[src/rtl/serial_subtractor.sv]
// Bit-serial unsigned subtractor: A - B - Bin, one bit per clock, LSB first.
// Diff/Bout are registered and only change when an operation completes.
module serial_subtractor #(
   parameter int W = 8
) (
   input  logic         clk,
   input  logic         rst_n,
   input  logic         start,
   input  logic [W-1:0] A,
   input  logic [W-1:0] B,
   input  logic         Bin,
   output logic         busy,
   output logic         done,
   output logic [W-1:0] Diff,
   output logic         Bout
);

   localparam int CW = $clog2(W);

   typedef enum logic [1:0] {
      IDLE,
      RUN,
      DONE
   } state_t;

   state_t        state;
   state_t        state_nx;
   logic [W-1:0]  a_sr;
   logic [W-1:0]  b_sr;
   logic [W-1:0]  res;
   logic [W-1:0]  res_nx;
   logic [CW-1:0] cnt;
   logic          br;
   logic          br_nx;
   logic          d;
   logic          last;

   assign d      = a_sr[0] ^ b_sr[0] ^ br;
   assign br_nx  = (~a_sr[0] & b_sr[0])
                 | (~(a_sr[0] ^ b_sr[0]) & br);
   assign res_nx = {d, res[W-1:1]};
   assign last   = (cnt == CW'(W - 1));

   assign busy = (state != IDLE);
   assign done = (state == DONE);

   always_ff @(posedge clk or negedge rst_n) begin
      if (!rst_n) begin
         state <= IDLE;
      end else begin
         state <= state_nx;
      end
   end

   always_comb begin
      state_nx = state;
      unique case (state)
         IDLE:    if (start) state_nx = RUN;
         RUN:     if (last) state_nx = DONE;
         DONE:    state_nx = IDLE;
         default: state_nx = IDLE;
      endcase
   end

   always_ff @(posedge clk or negedge rst_n) begin
      if (!rst_n) begin
         a_sr <= '0;
         b_sr <= '0;
         res  <= '0;
         br   <= 1'b0;
         cnt  <= '0;
         Diff <= '0;
         Bout <= 1'b0;
      end else if (state == IDLE && start) begin
         a_sr <= A;
         b_sr <= B;
         br   <= Bin;
         res  <= '0;
         cnt  <= '0;
      end else if (state == RUN) begin
         a_sr <= a_sr >> 1;
         b_sr <= b_sr >> 1;
         res  <= res_nx;
         br   <= br_nx;
         cnt  <= cnt + CW'(1);
         // final bit goes straight to the outputs on the way into DONE
         if (last) begin
            Diff <= res_nx;
            Bout <= br_nx;
         end
      end
   end

endmodule

[config.mk]
export PLATFORM = sky130hd
export DESIGN_NAME = serial_subtractor
export DESIGN_NICKNAME = d
export VERILOG_FILES = /design/src/rtl/serial_subtractor.sv
export SDC_FILE = /design/constraint.sdc
export NUM_CORES = 1
export LEC_CHECK = 0
export CAP_MARGIN = 20
export CORE_ASPECT_RATIO = 0.5
export CORE_MARGIN = 2
export CORE_UTILIZATION = 51
export DETAILED_ROUTE_END_ITERATION = 10
export PLACE_DENSITY = 0.78
export SLEW_MARGIN = 40
export SYNTH_ARGS = -nofsm -noshare
export SYNTH_HDL_FRONTEND = slang
export SYNTH_SLANG_ARGS = --single-unit
export TNS_END_PERCENT = 1
[constraint.sdc]
create_clock -name clk -period 1.6 [get_ports clk]
set_input_delay 0.24 -clock clk [delete_from_list [all_inputs] [get_ports clk]]
set_output_delay 0.24 -clock clk [all_outputs]
set_load 0.005 [all_outputs]
Word-level counts from Yosys, hierarchy flattened

Cells that the tools add are included.

Register bits: 39
Output and inout bits: 11

Muxes and demuxes: 13
Equality and inequality tests: 5
Add/subtract/negate cells: 1
Bitwise gates (word level): 8
Reduce and logical (&&, ||, !) cells: 6

Operators by type and width:

| kind                                                                   | count |
|---|---|
| 8-bit 2-to-1 mux                                                       | 6 |
| 3-bit 2-to-1 mux                                                       | 2 |
| 2-bit 2-to-1 mux                                                       | 2 |
| 2-bit != test (second input constant)                                  | 2 |
| 2-bit one-hot mux with 2 select lines                                  | 1 |
| 2-bit nonzero test                                                     | 2 |
| 3-bit by 1-bit adder with 3-bit output (second input constant)         | 1 |
| 3-bit equality test (second input constant)                            | 1 |
| 1-bit NOT                                                              | 3 |
| 3-bit AND reduction                                                    | 1 |
| 1-bit AND                                                              | 2 |
| 2-bit by 1-bit equality test with 1-bit output (second input constant) | 1 |
| 2-bit equality test (second input constant)                            | 1 |
| 2-bit logical NOT                                                      | 1 |
| 1-bit 2-to-1 mux                                                       | 2 |
| 2-bit AND reduction                                                    | 1 |
| 1-bit XOR                                                              | 2 |
| 1-bit logical AND                                                      | 1 |
| 1-bit OR                                                               | 1 |

Longest topological paths before layout

Word-level depth: 6
Mapped depth: 6

Worst setup path after synthesis

Ideal clock, no wire load.

Path type: reg-to-reg
Start point: register cnt[0]
End point: register Diff[0]
Path buffers: 1
Setup slack: 149 ps
Cell stages (with the launch flop): 6
Library setup time: 128 ps
Arrival: 1323 ps
Period minus slack after synthesis: 1451 ps
Cells stage by stage: dfrtp_1 > ha_1 > ha_1 > nand3b_4 > buf_4 > mux2_1

Word-level cells in the longest chain between the ends: 2

RTL lines:

| item                          | line | source |
|---|---|---|
| start, declared               | 32   | `logic [CW-1:0] cnt;` |
| start signal, assigned        | 85   | `cnt <= cnt + CW'(1);` |
| 3-bit equality test           | 42   | `assign last = (cnt == CW'(W - 1));` |
| 3-bit AND reduction (no line) | --   |  |
| end signal, assigned          | 88   | `Diff <= res_nx;` |
| end, declared                 | 14   | `output logic [W-1:0] Diff,` |

Every way passes these cells.
A chain may end at the register's enable or synchronous reset.

Worst setup path after layout

Start point: register state[1]
End point: output busy

Word-level cells in the longest chain between the ends: 1

RTL lines:

| item                   | line | source |
|---|---|---|
| start, declared        | 26   | `state_t state;` |
| start signal, assigned | 51   | `state <= state_nx;` |
| 2-bit nonzero test     | 44   | `assign busy = (state != IDLE);` |
| end, declared          | 12   | `output logic busy,` |

Every way passes these cells.

==> results.yml <==
run_status:
  run_status: "complete, no violations"
global_routing:
  grt_max_degree: 39
  antenna_found_initial: 0
  grt_pass1_vias: 1239
  globalRoute.totalOverflow: 0
  grt_usage_pct: 20.3
  grt_pass1_wl_mm: 5.94
layout:
  post_route_cells_drive_above_1_share_pct: 19.7
  antenna-diode-count: 0
  final_design_area_no_fill_um2: 2200
  final_core_utilization_pct: 70.3
  design.final.nets: 205
  syn2layout_area_growth_pct: 25.9
logic_synthesis:
  synth_area_leaders: "dfrtp_1 54%, nor3_2 5.7%, o22ai_1 4.6%"
  dominantRegCellSynth: "dfrtp_1"
  synth_seq_cells: 38
  synthesized_nets: 168
  netlist_instances: 145
  synth_area_leader_cell: "dfrtp_1"
  synth-edff-count: 0
  post-synth-top-count-cell: "dfrtp_1"
  netlist_area_um2: 1750
  synth-async-reset-ratio_pct: 100
  synth_sequential_area_ratio_pct: 54.3
  synthesis.area_per_instance_um2: 12.1
  distinct_cell_type_count_of_the_synthesized_netlist: 31
  synth.top_cells.by_count: "38 x dfrtp_1, 16 x nor2_1, 13 x o22ai_1"
  synth_top_cell_area_share_pct: 54.3
  synthesis.yosys.warnings: 0
drt:
  drc: 0
  dr_vias_cell: 5.45
  routed-via-count: 1216
  detailedRoute.firstPassIterationCount: 4
  drt_iter0_markers: 99
  totalWireLength_mm: 3.36
  postRouteAntennaNets: 0
  routedWlPerCell_um: 15.1
setup_path:
  crit_path_start_kind: "register"
  cp_data_arrival_time_ns: 1.25
  setup.worst_path.end_class: "output pin"
  worstPathCellList: "or2_1, dlygate4sd2_1"
  slowest_stage: "dfrtp_2"
  critical-path-max-stage-delay_ns: 0.43
  crit_path_max_fanout: 3
  required_ns: 1.36
  worstSetupPathType: "register to output pin"
clock_tree:
  root_buffer: "clkbuf_8"
  cts_num_sinks: 38
  worst_skew_pair.late_latency_ns: 0.29
  clock_transition_at_the_register_clock_pins_on_the_worst_setup_and_hold_paths_after_cts_ns: 0.08
  clk_path_buf_depth: 2
  tritoncts.num_buffers: 5
  htree_num_levels: 2
  cts_tree: "built"
timing:
  tightest_slew_ns: 0.413
  timing.final.crit_period_ns: 1.49
  relSlewSlack_pct: 72.4
  max_clock_freq_ghz: 0.671
  setup_violations: 0
  period_share_pct: 93.1
  final.setup_skew_ns: 0.00982
  rsz_0062_raised_after_global_routing: "false"
  total_neg_setup_slack_ns: 0
  report.final.hold_viol_count: 0
  slew_viol_final: 0
  finalWorstSetupSlack_ns: 0.110
placed_design:
  port-buffer-count: 30
  routabilityCongestion: 0.737
  place_worst_setup_slack_ns: 0.0406
  post_dp_cell_area_um2: 2070
  place_hpwl_mm: 2.22
die:
  fp.dieArea_um2: 3950
  row_count: 14
  num_io_pins: 31
  die_h_um: 45.4
  fp.coreArea_um2: 3140
  die_x_um: 86.9
  floorplan.initialDensity_pct: 55.8
pwr:
  p_leak_nw: 0.997
  cellPowerDensity_nw_per_um2: 1850
  irDropWorstVdd_v: 0.000836
hold_path:
  hp-class: "input port to asynchronous set/reset pin"
flow_run:
  drv_cap: 0
state kept, by name, indices dropped and copies added (netlist names):
| name | cells |
|---|---|
| Bout | 1 |
| cnt | 3 |
| Diff | 8 |
| a_sr | 8 |
| b_sr | 8 |
| state | 2 |
| br | 1 |
| res | 7 |
metrics by stage:
| step | power (mW) | cells | hold slack, ns |
|---|---|---|---|
| 2_1_floorplan | 2.75 | 145 | -0.0556 |
| 3_3_place_gp | 3.19 | 212 | 0.467 |
| 3_5_place_dp | 3.25 | 212 | 0.473 |
| 4_1_cts | 4.07 | 222 | 0.325 |
| 5_1_grt | 4.39 | 223 | 0.325 |
| 6_report | 4.07 | 223 | 0.317 |
layout make-up:
cell class / instances / area (um^2)
Inverter: 8 / 30.0
Clock buffer: 5 / 68.8
Sequential cell: 38 / 952
Timing Repair Buffer: 39 / 382
Multi-Input combinational cell: 90 / 682
Tap cell: 40 / 50.0
Fill cell: 219 / 931
Clock inverter: 3 / 40.0
worst paths after layout:
path	cells after the start	endpoint	slack [ns]	startpoint
worst max-delay path	2	busy	0.11	state[1]
worst min-delay path	2	res[2]	0.32	rst_n
worst max register to register	5	res[6]	0.16	state[0]
worst min register to register	1	cnt[0]	0.48	cnt[0]
max in group asynchronous	2	state[1]	1.09	rst_n
min in group clk	1	cnt[0]	0.48	cnt[0]
where the power goes:
group / internal, mW / leakage [nW] / switching, mW
clock: 0.459 / 0.0579 / 0.348
combinational: 0.869 / 0.476 / 0.712
sequential: 1.40 / 0.463 / 0.283
total: 2.73 / 0.997 / 1.34
critical path, delay by kind of cell, from the launching register on:
kind	cells	cell delay, ns
buffers and inverters	1	0.28
flip-flops	1	0.43
AND/OR/NAND/NOR	1	0.25
metal layers:
metal	vias to the layer above	part of all wire [%]	track usage (%)	wire length, um
li1	591	-	-	-
met1	598	49	28.1	1650
met2	22	46	31.5	1530
met3	5	4.3	6.70	146
met4	0	0.98	5.63	33
met5	-	0	0	0
kinds of logic after synthesis:
logic type	synth area share (%)
and+or+nand+nor	15.7
AOI/OAI and AO/OA	15.5
buffers and inverters	6.72
muxes	5.15
adders and majority gates	2.57
DFF	54.3
cell usage in the layout (no fill, tap or decap), types with 2 or more instances in the layout:
master,n
a21oi_1,11
o22ai_1,13
mux2_1,7
clkbuf_8,5
clkdlybuf4s50_1,28
nor2_1,16
buf_4,8
clkinv_2,2
nor3b_1,2
a22o_1,9
nand2b_4,2
nor3_2,10
ha_1,2
dfrtp_1,37
nand2_1,3
or2_1,2
inv_1,7
timing repair:
item	4_1_cts	5_1_grt
resized for setup	2	1
endpoints found under the setup margin	2	1
hold buffers	0	0
buffers inserted	2	1
Note: power is estimated with default switching activity, not from simulation.
